### src/rtl/jtag_bist_pkg.sv
// Shared TAP state encoding, opcodes and instruction decode for the BIST TAP.
// Optional feature macro: JTAG_IDCODE_EN (IDCODE instruction and register present).
package jtag_bist_pkg;

  localparam int IR_W_DEF = 4;

  typedef enum logic [3:0] {
    S_TLR, S_RTI,
    S_SEL_DR, S_CAP_DR, S_SHIFT_DR, S_EXIT1_DR, S_PAUSE_DR, S_EXIT2_DR, S_UPD_DR,
    S_SEL_IR, S_CAP_IR, S_SHIFT_IR, S_EXIT1_IR, S_PAUSE_IR, S_EXIT2_IR, S_UPD_IR
  } tap_state_t;

  localparam logic [3:0] OP_BYPASS   = 4'hF;
  localparam logic [3:0] OP_IDCODE   = 4'h1;
  localparam logic [3:0] OP_BIST_CFG = 4'h8;
  localparam logic [3:0] OP_RUNBIST  = 4'h9;
  localparam logic [3:0] OP_BIST_SIG = 4'hA;
  localparam logic [3:0] IR_CAPTURE  = 4'b0001;

`ifdef JTAG_IDCODE_EN
  localparam logic [3:0] IR_RESET = OP_IDCODE;
`else
  localparam logic [3:0] IR_RESET = OP_BYPASS;
`endif

  // Collapses every unimplemented opcode onto BYPASS.
  function automatic logic [3:0] decode_op(input logic [3:0] ir);
    case (ir)
`ifdef JTAG_IDCODE_EN
      OP_IDCODE:   return ir;
`endif
      OP_BIST_CFG: return ir;
      OP_RUNBIST:  return ir;
      OP_BIST_SIG: return ir;
      default:     return OP_BYPASS;
    endcase
  endfunction

endpackage

### src/rtl/jtag_tap_fsm.sv
// 16-state IEEE 1149.1 TAP controller; advances only on clk cycles with tck_en=1.
module jtag_tap_fsm
  import jtag_bist_pkg::*;
(
  input  logic       clk,
  input  logic       rst,
  input  logic       tck_en,
  input  logic       tms,
  output tap_state_t state
);

  tap_state_t r_state;
  tap_state_t w_state_next;

  always_ff @(posedge clk or negedge rst) begin
    if (!rst) r_state <= S_TLR;
    else if (tck_en) r_state <= w_state_next;
  end

  always_comb begin
    w_state_next = r_state;
    case (r_state)
      S_TLR:      w_state_next = tms ? S_TLR      : S_RTI;
      S_RTI:      w_state_next = tms ? S_SEL_DR   : S_RTI;
      S_SEL_DR:   w_state_next = tms ? S_SEL_IR   : S_CAP_DR;
      S_CAP_DR:   w_state_next = tms ? S_EXIT1_DR : S_SHIFT_DR;
      S_SHIFT_DR: w_state_next = tms ? S_EXIT1_DR : S_SHIFT_DR;
      S_EXIT1_DR: w_state_next = tms ? S_UPD_DR   : S_PAUSE_DR;
      S_PAUSE_DR: w_state_next = tms ? S_EXIT2_DR : S_PAUSE_DR;
      S_EXIT2_DR: w_state_next = tms ? S_UPD_DR   : S_SHIFT_DR;
      S_UPD_DR:   w_state_next = tms ? S_SEL_DR   : S_RTI;
      S_SEL_IR:   w_state_next = tms ? S_TLR      : S_CAP_IR;
      S_CAP_IR:   w_state_next = tms ? S_EXIT1_IR : S_SHIFT_IR;
      S_SHIFT_IR: w_state_next = tms ? S_EXIT1_IR : S_SHIFT_IR;
      S_EXIT1_IR: w_state_next = tms ? S_UPD_IR   : S_PAUSE_IR;
      S_PAUSE_IR: w_state_next = tms ? S_EXIT2_IR : S_PAUSE_IR;
      S_EXIT2_IR: w_state_next = tms ? S_UPD_IR   : S_SHIFT_IR;
      S_UPD_IR:   w_state_next = tms ? S_SEL_DR   : S_RTI;
      default:    w_state_next = S_TLR;
    endcase
  end

  always_comb begin
    state = r_state;
  end

endmodule

### src/rtl/jtag_bist_tap.sv
// TAP + instruction decoder driving BIST FSM controls and capturing its signature/result.
// Optional feature macro: JTAG_IDCODE_EN (adds the 32-bit IDCODE register; reset IR becomes IDCODE).
module jtag_bist_tap
  import jtag_bist_pkg::*;
#(
  parameter int IR_W   = IR_W_DEF,
  parameter int ADDR_W = 8,
  parameter int SIG_W  = 14,
  parameter int RES_W  = 4
`ifdef JTAG_IDCODE_EN
  ,
  parameter logic [31:0] IDCODE_VAL = 32'h1000_0001
`endif
) (
  input  logic              clk,
  input  logic              rst,
  input  logic              tck_en,
  input  logic              tms,
  input  logic              tdi,
  output logic              tdo,
  output logic              tdo_oe,
  input  logic [SIG_W-1:0]  bist_signature,
  input  logic [RES_W-1:0]  bist_result,
  output logic              runbist_en,
  output logic              idle_en,
  output logic [ADDR_W-1:0] start_addr,
  output logic [ADDR_W-1:0] end_addr,
  output logic              cfg_err
);

  tap_state_t              w_state;
  logic [IR_W-1:0]         r_ir, r_ir_sr, w_op;
  logic                    r_bypass_sr;
  logic [2*ADDR_W-1:0]     r_cfg_sr;
  logic [RES_W+SIG_W-1:0]  r_sig_sr;
  logic [ADDR_W-1:0]       r_start, r_end, w_cfg_start, w_cfg_end;
  logic                    r_cfg_err, r_runbist_en, r_idle_en, w_dr_lsb;
`ifdef JTAG_IDCODE_EN
  logic [31:0]             r_idcode_sr;
`endif

  jtag_tap_fsm u_fsm (
    .clk    (clk),
    .rst    (rst),
    .tck_en (tck_en),
    .tms    (tms),
    .state  (w_state)
  );

  assign w_op        = decode_op(r_ir);
  assign w_cfg_start = r_cfg_sr[ADDR_W-1:0];
  assign w_cfg_end   = r_cfg_sr[2*ADDR_W-1:ADDR_W];

  // IR returns to its reset opcode on every clk spent in TEST_LOGIC_RESET.
  always_ff @(posedge clk or negedge rst) begin
    if (!rst) begin
      r_ir    <= IR_RESET;
      r_ir_sr <= '0;
    end else if (w_state == S_TLR) begin
      r_ir <= IR_RESET;
    end else if (tck_en) begin
      case (w_state)
        S_CAP_IR:   r_ir_sr <= IR_CAPTURE;
        S_SHIFT_IR: r_ir_sr <= {tdi, r_ir_sr[IR_W-1:1]};
        S_UPD_IR:   r_ir    <= r_ir_sr;
        default:    ;
      endcase
    end
  end

  always_ff @(posedge clk or negedge rst) begin
    if (!rst) begin
      r_bypass_sr <= 1'b0;
      r_cfg_sr    <= '0;
      r_sig_sr    <= '0;
`ifdef JTAG_IDCODE_EN
      r_idcode_sr <= '0;
`endif
    end else if (tck_en && w_state == S_CAP_DR) begin
      case (w_op)
        OP_BIST_CFG: r_cfg_sr <= {r_end, r_start};
        OP_BIST_SIG: r_sig_sr <= {bist_result, bist_signature};
`ifdef JTAG_IDCODE_EN
        OP_IDCODE:   r_idcode_sr <= IDCODE_VAL;
`endif
        default:     r_bypass_sr <= 1'b0;
      endcase
    end else if (tck_en && w_state == S_SHIFT_DR) begin
      case (w_op)
        OP_BIST_CFG: r_cfg_sr <= {tdi, r_cfg_sr[2*ADDR_W-1:1]};
        OP_BIST_SIG: r_sig_sr <= {tdi, r_sig_sr[RES_W+SIG_W-1:1]};
`ifdef JTAG_IDCODE_EN
        OP_IDCODE:   r_idcode_sr <= {tdi, r_idcode_sr[31:1]};
`endif
        default:     r_bypass_sr <= tdi;
      endcase
    end
  end

  // A range with end below start is rejected and leaves the previous window in place.
  always_ff @(posedge clk or negedge rst) begin
    if (!rst) begin
      r_start   <= '0;
      r_end     <= '0;
      r_cfg_err <= 1'b0;
    end else if (tck_en && w_state == S_UPD_DR && w_op == OP_BIST_CFG) begin
      if (w_cfg_end >= w_cfg_start) begin
        r_start   <= w_cfg_start;
        r_end     <= w_cfg_end;
        r_cfg_err <= 1'b0;
      end else begin
        r_cfg_err <= 1'b1;
      end
    end
  end

  always_ff @(posedge clk or negedge rst) begin
    if (!rst) begin
      r_runbist_en <= 1'b0;
      r_idle_en    <= 1'b0;
    end else begin
      r_runbist_en <= (w_op == OP_RUNBIST) && (w_state != S_TLR);
      r_idle_en    <= (w_op == OP_RUNBIST) && (w_state == S_RTI);
    end
  end

  always_comb begin
    w_dr_lsb = r_bypass_sr;
    case (w_op)
      OP_BIST_CFG: w_dr_lsb = r_cfg_sr[0];
      OP_BIST_SIG: w_dr_lsb = r_sig_sr[0];
`ifdef JTAG_IDCODE_EN
      OP_IDCODE:   w_dr_lsb = r_idcode_sr[0];
`endif
      default:     w_dr_lsb = r_bypass_sr;
    endcase
  end

  assign tdo_oe     = (w_state == S_SHIFT_IR) || (w_state == S_SHIFT_DR);
  assign tdo        = (w_state == S_SHIFT_IR) ? r_ir_sr[0] :
                      (w_state == S_SHIFT_DR) ? w_dr_lsb : 1'b0;
  assign runbist_en = r_runbist_en;
  assign idle_en    = r_idle_en;
  assign start_addr = r_start;
  assign end_addr   = r_end;
  assign cfg_err    = r_cfg_err;

endmodule

### config.mk
export PLATFORM = sky130hd
export DESIGN_NAME = jtag_bist_tap
export DESIGN_NICKNAME = d
export VERILOG_FILES = /design/src/rtl/jtag_bist_pkg.sv /design/src/rtl/jtag_tap_fsm.sv /design/src/rtl/jtag_bist_tap.sv
export SDC_FILE = /design/constraint.sdc
export NUM_CORES = 1
export LEC_CHECK = 0
export CAP_MARGIN = 5
export CORE_MARGIN = 1
export CORE_UTILIZATION = 35
export DETAILED_ROUTE_END_ITERATION = 6
export GPL_TIMING_DRIVEN = 0
export PLACE_DENSITY_LB_ADDON = 0.2
export SLEW_MARGIN = 20
export SYNTH_ARGS = -nofsm -noshare
export SYNTH_HDL_FRONTEND = slang
export SYNTH_SLANG_ARGS = --single-unit
### constraint.sdc
create_clock -name clk -period 2.44 [get_ports clk]
set_clock_uncertainty 0.2 [all_clocks]
set_input_delay 0.61 -clock clk [delete_from_list [all_inputs] [get_ports clk]]
set_output_delay 0.61 -clock clk [all_outputs]
set_load 0.02 [all_outputs]
* Word-level counts from Yosys, hierarchy flattened *
Index checks and enable logic that the tools add are counted.

word-level totals
  register bits = 66
  input bits = 23
  output and inout bits = 21
  word-level logic and storage cells = 94

operators by class
  order comparisons = 1
  equal/unequal tests = 23
  multiplexer cells = 34
  bitwise gates (word level) = 1
  reduce and logical (&&, ||, !) cells = 24

operators by type and width
  kind                                                 count
  two-way mux 18 bit                                   4
  two-way mux 16 bit                                   4
  equality test 4 bit, second input constant           14
  one-hot mux 4 bit (12 select lines)                  1
  two-way mux 4 bit                                    8
  equality test 4 x 3 -> 1 bit, second input constant  4
  two-way mux 1 bit                                    10
  equality test 4 x 2 -> 1 bit, second input constant  2
  >= comparator 8 bit                                  1
  one-hot mux 4 bit (2 select lines)                   1
  AND reduction 2 bit                                  4
  nonzero test 2 bit                                   4
  logical AND 1 bit                                    6
  two-way mux 2 bit                                    3
  two-way mux 3 bit                                    2
  AND reduction 3 bit                                  2
  OR reduction 2 bit                                   3
  OR reduction 3 bit                                   2
  equality test 4 x 1 -> 1 bit, second input constant  1
  logical NOT 4 bit                                    1
  inequality test 2 bit, second input constant         2
  nonzero test 4 bit                                   1
  one-hot mux 1 bit (2 select lines)                   1
  logical OR 1 bit                                     1
  NOT 1 bit                                            1

* Longest topological paths before layout *
Gate-level depths: netlist (run 1).

  depth in word-level cells = 8
  gate-level depth with buffers = 8
  mapped depth without buffers = 7

* Cells and area by module *
From an unflattened synthesis (run 1), not the netlist that was laid out.

second synthesis, totals
  cell total of the unflattened synthesis = 322
  area, all modules = 3434.5 sq um

by module, submodules not included
  module         instances  cells an instance  area an instance (sq um)  seq. area each (sq um)
  jtag_bist_tap  1          275                3034.2                    1556.5
  jtag_tap_fsm   1          47                 400.4                     100.1

* Least setup slack after synthesis (run 1) *
No wires, ideal clock.

  path type = register -> register
  from = reg r_cfg_sr[0]
  to = reg r_end[4], in the netlist end_addr[4]
  library setup time = 125 ps
  arrival = 2000 ps
  required time = 2115 ps
  path slack = 115 ps
  stages on the path, launching flop included = 8
  path buffers = 1
  period minus slack after synthesis = 2325 ps
  path through = dfrtp_1 -> ha_1 -> nand2b_1 -> a2111oi_0 -> nor3_1 -> o21bai_4 -> buf_6 -> mux2_2

between the ends
  word-level cells in the longest chain between the ends = 2

ends and longest elaborated chain
  item                           line                  text
  from (decl)                    jtag_bist_tap.sv:34   logic [2*ADDR_W-1:0] r_cfg_sr;
  from (signal assigned)         jtag_bist_tap.sv:81   OP_BIST_CFG: r_cfg_sr <= {r_end, r_start};
  from (signal assigned)         jtag_bist_tap.sv:90   OP_BIST_CFG: r_cfg_sr <= {tdi, r_cfg_sr[2*ADDR_W-1:1]};
  >= comparator 8 bit            jtag_bist_tap.sv:107  if (w_cfg_end >= w_cfg_start) begin
  AND reduction 2 bit (no line)  n/a
  to (signal assigned)           jtag_bist_tap.sv:109  r_end <= w_cfg_end;
  to (decl)                      jtag_bist_tap.sv:36   logic [ADDR_W-1:0] r_start, r_end, w_cfg_start, w_cfg_end;

Every way passes these cells.
A chain may end at the register's enable or synchronous reset.

* Final worst setup path (run 1) *
  from = reg r_ir[3]
  to = out tdo

between the ends
  word-level cells in the longest chain between the ends = 7
  elaborated cells on any way between the ends = 10
  classes of those cells = eq/ne (5); mux (4); reduce/logical (1)

ends and longest elaborated chain
  item                                  line                  text
  from (decl)                           jtag_bist_tap.sv:32   logic [IR_W-1:0] r_ir, r_ir_sr, w_op;
  from (signal assigned)                jtag_bist_tap.sv:65   S_UPD_IR: r_ir <= r_ir_sr;
  equality test 4 bit                   jtag_bist_pkg.sv:28   case (ir)
  OR reduction 3 bit (no line)          n/a
  two-way mux 4 bit *                   jtag_bist_pkg.sv:28
  equality test 4 bit                   jtag_bist_tap.sv:129  case (w_op)
  one-hot mux 1 bit (2 select lines) *  jtag_bist_tap.sv:129
  two-way mux 1 bit *                   jtag_bist_tap.sv:141  (w_state == S_SHIFT_DR) ? w_dr_lsb : 1'b0;
  two-way mux 1 bit *                   jtag_bist_tap.sv:140  assign tdo = (w_state == S_SHIFT_IR) ? r_ir_sr[0] :
  to (decl)                             jtag_bist_tap.sv:20   output logic tdo,

Mark *: on every way between the ends. The rest lies on a longest branch, timed or not.

==> impl_results.md, run 1 <==
* CP Launch Type: register
* Initial Utilization at 36.6%
* Layout cell share with drive strength beyond 1 at 22.2%
* RSZ-0062 raised after global routing: true
* Fin. Hold Viols at 0
* Final wirelength at 7.70 mm
* DRC at 0
* Main flop type after synthesis: dfrtp_1
* Clock transition at the registers of the reported paths at 0.08 ns
* Final number of setup-violating endpoints at 0
* Largest net degree at the start of global routing at 37
* Initial DRC Count at 137
* Placed cells at 515
* Mux cell area share after synthesis at 12.3%
* Crit path max fanout at 5
* Fmax at 0.412 GHz
* Slew margin rel. at 70.9%
* Synthesized cell area at 3410 um2
* Die height at 101 um
* Placed inst area at 4020 um2
* CTS tree: done
* Nets at 436
* Mapped Cells at 342
* Clk Tree Root Cell: clkbuf_8
* Routed vias at 2,627
* Syn. warnings at 0
* Cell variety after synth at 44
* GRT Residual Overflow at 0
* Seq cells post-synth at 66
* Num ports at 44
* Slew Limit Fails at 0
* GRT Util Overall at 16.6%
* Area contributors post-synth: dfrtp_1, nand2_1, mux2i_1
* Total die area at 10,200 um2
* Post-DP HPWL at 5.19 mm
* Status: finished, final reports clean
* PortBufs at 43
* CTS buffer count at 9
* Hold/Removal Path Class: register to register
* Max Cap Viol at 0
* CP arrival at 1.61 ns
* Final instance area at 4350 um2
* Crit end category: output pin
* Site Rows at 35
* Synth Area in Simple Gates at 16.9%
* Critical path required time at 1.63 ns
* Worst-margin pin slew at 0.436 ns
* Post-synth top cells: nand2_1, dfrtp_1, o21ai_0
* Ys async rst share at 100%
* Placer Congestion at 0.785
* Sequential cell area at 1660 um2
* Area share of the leading cell type in the synthesized netlist at 45.4%
* # clock sinks at 66
* Vias in the first global route at 2,545
* # diodes at 0
* Initial antenna violation count at 0
* Post-synthesis compound-gate area fraction at 14.0%
* Routed len/inst at 14.3 um
* Adder-Cell Fraction of Synth Area at 2.93%
* CTS H-Tree Depth at 3
* XOR/XNOR Fraction of Synth Area at 0.257%
* Synth area leader: dfrtp_1
* Multi-input logic area at 1640 um2
* Syn Area/Cell at 9.98 um2
* Detail Route Antenna Nets at 0
* Die Width at 101 um
* Largest family of logic cells by synthesized area: simple AND/OR/NAND/NOR gates
* Leak at 1.83 nW
* Core box area at 9330 um2
* Setup TNS Final at 0 ns
* Later-pin clock latency in the skew report at 0.35 ns
* Critical path type: register to output pin
* EDFF count, synth at 0
* Worst VDD drop at 261 uV
* Longest Clk Path Bufs at 2
* Synth-to-Final Area Change at 27.5%
* Register area share after synthesis at 48.5%
* Tmin final at 2.42 ns
* Routed vias/inst at 4.87
* FILL cells at 919
* DRT Pass-1 Iters at 4
* First-pass GRT wire length at 12.9 mm
* Tcrit/Tclk final at 99.4%
* Post-Layout Cell Count at 539
* Count leader, synth: nand2_1
* Syn_nets at 373
* Pwr Density at 654 nW/um2
## placed cells by master (no fill, tap or decap), types with 3 or more instances in the layout
cell type	instances
a21oi_1	8
a21oi_2	5
a31oi_1	4
a31oi_2	10
buf_2	6
buf_4	10
buf_6	6
clkbuf_1	5
clkbuf_2	3
clkbuf_8	13
clkdlybuf4s50_1	39
dfrtp_1	62
dfstp_2	4
ha_1	8
inv_1	10
mux2_2	16
mux2i_1	23
nand2_1	64
nand2b_1	3
nand3_1	8
nand3b_1	3
nand4_1	4
nor2_1	24
o21ai_0	31
## area by class of cell
cell class / count / share of cell area (%)
plain buffers: 22 / 3.79
inverters: 10 / 0.862
clock buffers: 12 / 3.56
multi-input cells: 244 / 37.6
flip-flops and latches: 66 / 38.0
well taps: 129 / 3.71
clock inverters: 4 / 0.603
repair buffers: 52 / 11.8
## logic make-up after synthesis
kind of cell               count (synthesis)
and+or+nand+nor                          127
AOI/OAI and AO/OA                         68
DFF                                       66
muxes                                     40
buffers and inverters                     32
adders and majority gates                  8
xor gates and xnor gates                   1
## timing repair
action | 4_1_cts | 5_1_grt
endpoints found under the setup margin | 25 | 46
gates cloned | 1 | 0
resized for setup | 28 | 10
hold buffers | 1 | 0
hold endpoints to repair | 22 | 0
pin swaps | 4 | 4
setup buffers | 2 | 4
## sequential cells by signal, summed over array words and instances, names as in the netlist, 4 cells and up
name	count
start_addr	8
u_fsm.state	4
end_addr	8
r_sig_sr	18
r_ir_sr	4
r_ir	4
r_cfg_sr	16
## critical path, cell delays in order, from the launching register on
cell and delay [ns]:
dfstp_2 0.54, nor3b_4 0.27, nand2_1 0.10, o21ai_2 0.07, o22ai_1 0.11, buf_4 0.16
## metal layers
metal / up-vias / share of wire [%] / GRT usage (%)
met2: 50 / 44 / 24.4
met4: 0 / 1.2 / 6.69
met5: - / 0 / 0
met1: 1258 / 50 / 23.0
met3: 10 / 5.1 / 4.85
li1: 1309 / - / -
## where the power goes
part,leakage (nW),total (mW),switching (mW),internal (mW)
Combinational,0.840,0.734,0.420,0.315
Sequential,0.899,1.24,0.0627,1.18
Clock,0.0924,0.868,0.445,0.423
Total,1.83,2.85,0.927,1.92
## path summary, 6_finish.rpt
path / slack, ns / to / cells past startpoint / start
max: 0.02 / tdo / 5 / r_ir[3]
min: 0.29 / r_sig_sr[11] / 2 / r_sig_sr[11]
max reg2reg: 0.08 / start_addr[2] / 7 / r_cfg_sr[0]
min reg2reg: 0.29 / r_sig_sr[11] / 2 / r_sig_sr[11]
max in group asynchronous: 0.95 / cfg_err / 3 / rst
min in group asynchronous: 0.54 / u_fsm.state[0] / 2 / rst
## stage by stage
stage / power (mW) / hold slack (ns) / util, % / setup WS [ns]
6_report: 2.85 / 0.286 / 46.7 / 0.0153
5_1_grt: 3.01 / 0.312 / 46.7 / -0.123
4_1_cts: 2.86 / 0.293 / 45.9 / -0.00914
3_5_place_dp: 1.95 / 0.276 / 43.1 / -0.416
3_3_place_gp: 1.93 / 0.260 / 43.0 / -1.79
2_1_floorplan: 1.73 / 0.114 / - / 0.115
(Power assumes the default switching activity.)
==> run 2, diff against run 1 <==
==> constraint.sdc (replaced) <==
create_clock -name clk -period 2.44 [get_ports clk]
set_clock_uncertainty 0.2 [all_clocks]
set_input_delay 0.366 -clock clk [delete_from_list [all_inputs] [get_ports clk]]
set_output_delay 0.366 -clock clk [all_outputs]
set_load 0.02 [all_outputs]
==> run 2 against run 1 <==
  * Maximum frequency rose by 2.3%
  * Critical path depth up 2
  * Clock power barely moved
  * Sequential share of layout area is 0.36 points higher
  * Hold slack is essentially flat
  * Cell count is the same
  * Flip-flop and latch count unchanged
  * Critical path type is now register to register
  * Highest routed layer unchanged
==> impl_results.md, run 2 (same netlist as run 1, synthesis figures left out) <==
* Critical path required time at 2.47 ns (+0.84 ns)
* Detail Route Antenna Nets at 0 (unchanged)
* Longest Clk Path Bufs at 2 (unchanged)
* First-pass GRT wire length at 12.9 mm (-0.33%)
* Initial antenna violation count at 0 (unchanged)
* Routed vias/inst at 4.86 (-0.27%)
* Vias in the first global route at 2,538 (-0.28%)
* FILL cells at 917 (-0.22%)
* Placed cells at 515 (unchanged)
* Routed vias at 2,620 (-0.27%)
* Final instance area at 4310 um2 (-0.95%)
* Worst-margin pin slew at 0.491 ns (+0.0555 ns)
* Commonest non-fill, non-tap cell in the layout: nand2_1
* RSZ-0062 raised after global routing: true
* DRT Pass-1 Iters at 4 (unchanged)
* Routed len/inst at 14.1 um (-1.1%)
* Die height at 101 um (unchanged)
* Placed inst area at 4020 um2 (unchanged)
* R2R depth at 7 (unchanged)
* Crit path max fanout at 4 (-1)
* Status: finished, final reports clean
* Max Cap Viol at 0 (unchanged)
* Site Rows at 35 (unchanged)
* CP Launch Type: register
* Switching pwr at 0.910 mW (-1.9%)
* Placer Congestion at 0.785 (unchanged)
* Initial DRC Count at 112 (-18%)
* Critical path type: register to register
* Commonest non-fill, non-tap cells in the layout: nand2_1, dfrtp_1, clkdlybuf4s50_1, o21ai_0, nor2_1
* Slew Limit Fails at 0 (unchanged)
* CP arrival at 2.40 ns (+0.79 ns)
* Synth-to-Final Area Change at 26.3%
* Pwr Density at 649 nW/um2 (-0.79%)
* Hold/Removal Path Class: input pin to asynchronous set/reset pin
* DRC at 0 (unchanged)
* Biggest regs: r_sig_sr: 18 flops, r_cfg_sr: 16 flops
* GRT Residual Overflow at 0 (unchanged)
* Num ports at 44 (unchanged)
* Power, Total at 2.80 mW (-1.7%)
* Switching Fraction at 32.5% (-0.053 points)
* Final wirelength at 7.62 mm (-1.1%)
* Tmin final at 2.37 ns (-0.0549 ns)
* Final number of setup-violating endpoints at 0 (unchanged)
* Largest net degree at the start of global routing at 37 (unchanged)
* CTS tree: done
* PortBufs at 43 (unchanged)
* Nets at 436 (unchanged)
* Slew margin rel. at 67.2% (-3.7 points)
* CTS buffer count at 9 (unchanged)
* Post-Layout Cell Count at 539 (unchanged)
* Later-pin clock latency in the skew report at 0.35 ns (about the same)
* GRT Util Overall at 16.6% (-0.045 points)
* # diodes at 0 (unchanged)
* Core box area at 9330 um2 (unchanged)
* Tcrit/Tclk final at 97.1% (-2.3 points)
* Initial Utilization at 36.6% (unchanged)
* Flip-flop count of the largest register after layout at 18 (unchanged)
* CTS H-Tree Depth at 3 (unchanged)
* Clock power share at 31.0% (+0.5 points)
* Layout cell share with drive strength beyond 1 at 20.5% (-1.7 points)
* Int Pwr at 1.89 mW (-1.6%)
* Clock transition at the registers of the reported paths at 0.08 ns (about the same)
* Crit end category: register
* Total die area at 10,200 um2 (unchanged)
* Leak at 1.81 nW (-1.3%)
* Combinational power share at 24.7% (-1.1 points)
* Fmax at 0.422 GHz (+2.3%)
* Worst VDD drop at 259 uV (-0.51%)
* Fin. Hold Viols at 0 (unchanged)
* Post-DP HPWL at 5.19 mm (unchanged)
* Sequential share of power at 44.3% (+0.6 points)
* Clk Tree Root Cell: clkbuf_8
* Die Width at 101 um (unchanged)
* Biggest register: r_sig_sr
* # clock sinks at 66 (unchanged)
[run 2: worst max-delay path: stages (launching register included)]
cell and delay, ns:
dfrtp_1 0.41, ha_1 0.31, nand2b_4 0.16, a2111oi_4 0.35, nor3_2 0.10, o21bai_4 0.20, buf_4 0.18, mux2_2 0.33
[run 2: power by group through the flow]
stage                     Sequential [mW]  Combinational (mW)  Clock (mW)
after global placement               1.26               0.671           0
after floorplan                      1.24               0.492           0
after global routing                 1.25               0.774       0.943
final                                1.24               0.690       0.866
after detailed placement             1.26               0.688           0
after CTS                            1.24               0.689       0.889
[run 2: worst paths after layout]
check / startpoint / endpoint / slack, ns
min: rst / u_fsm.state[0] / 0.29
max reg2reg: r_cfg_sr[0] / end_addr[7] / 0.07
max in group asynchronous: rst / cfg_err / 1.19
min reg2reg: r_sig_sr[11] / r_sig_sr[11] / 0.29
max: r_cfg_sr[0] / end_addr[7] / 0.07
min in group clk: r_sig_sr[11] / r_sig_sr[11] / 0.29
[run 2: what timing repair did]
action | in CTS | in global routing
cloned | 1 | 0
endpoints found under the hold margin | 26 | 0
resized for setup | 10 | 12
hold buffers | 1 | 0
pin swaps | 2 | 3
setup endpoints to repair | 14 | 18
buffers inserted | 2 | 4
[run 2: cell type report]
cell class              count  area [um2]  share of cell area (%)
plain buffers              22         143                    3.31
clock buffers              12         155                    3.60
clock inverters             4        26.3                   0.609
inverters                  10        37.5                   0.870
multi-input cells         244        1630                    37.7
flip-flops and latches     66        1660                    38.4
well taps                 129         161                    3.74
repair buffers             52         508                    11.8
[run 2: stage by stage]
| stage | utilization, % | hold slack [ns] | setup TNS, ns | setup slack (ns) |
|---|---|---|---|---|
| floorplan | - | -0.130 | 0 | 0.115 |
| global placement | 43.0 | 0.260 | -102.56 | -1.54 |
| finish | 46.2 | 0.286 | 0 | 0.0702 |
| global route | 46.2 | 0.312 | -0.160 | -0.0277 |
| CTS | 45.6 | 0.293 | 0 | 0.00430 |
| detailed placement | 43.1 | 0.133 | -5.06 | -0.172 |
[run 2: routing by layer]
layer	routed length, um	vias to the layer above	GRT usage [%]
met5	0	-	0
met4	91	0	6.69
li1	-	1316	-
met3	384	10	4.85
met2	3310	53	24.2
met1	3830	1241	23.0
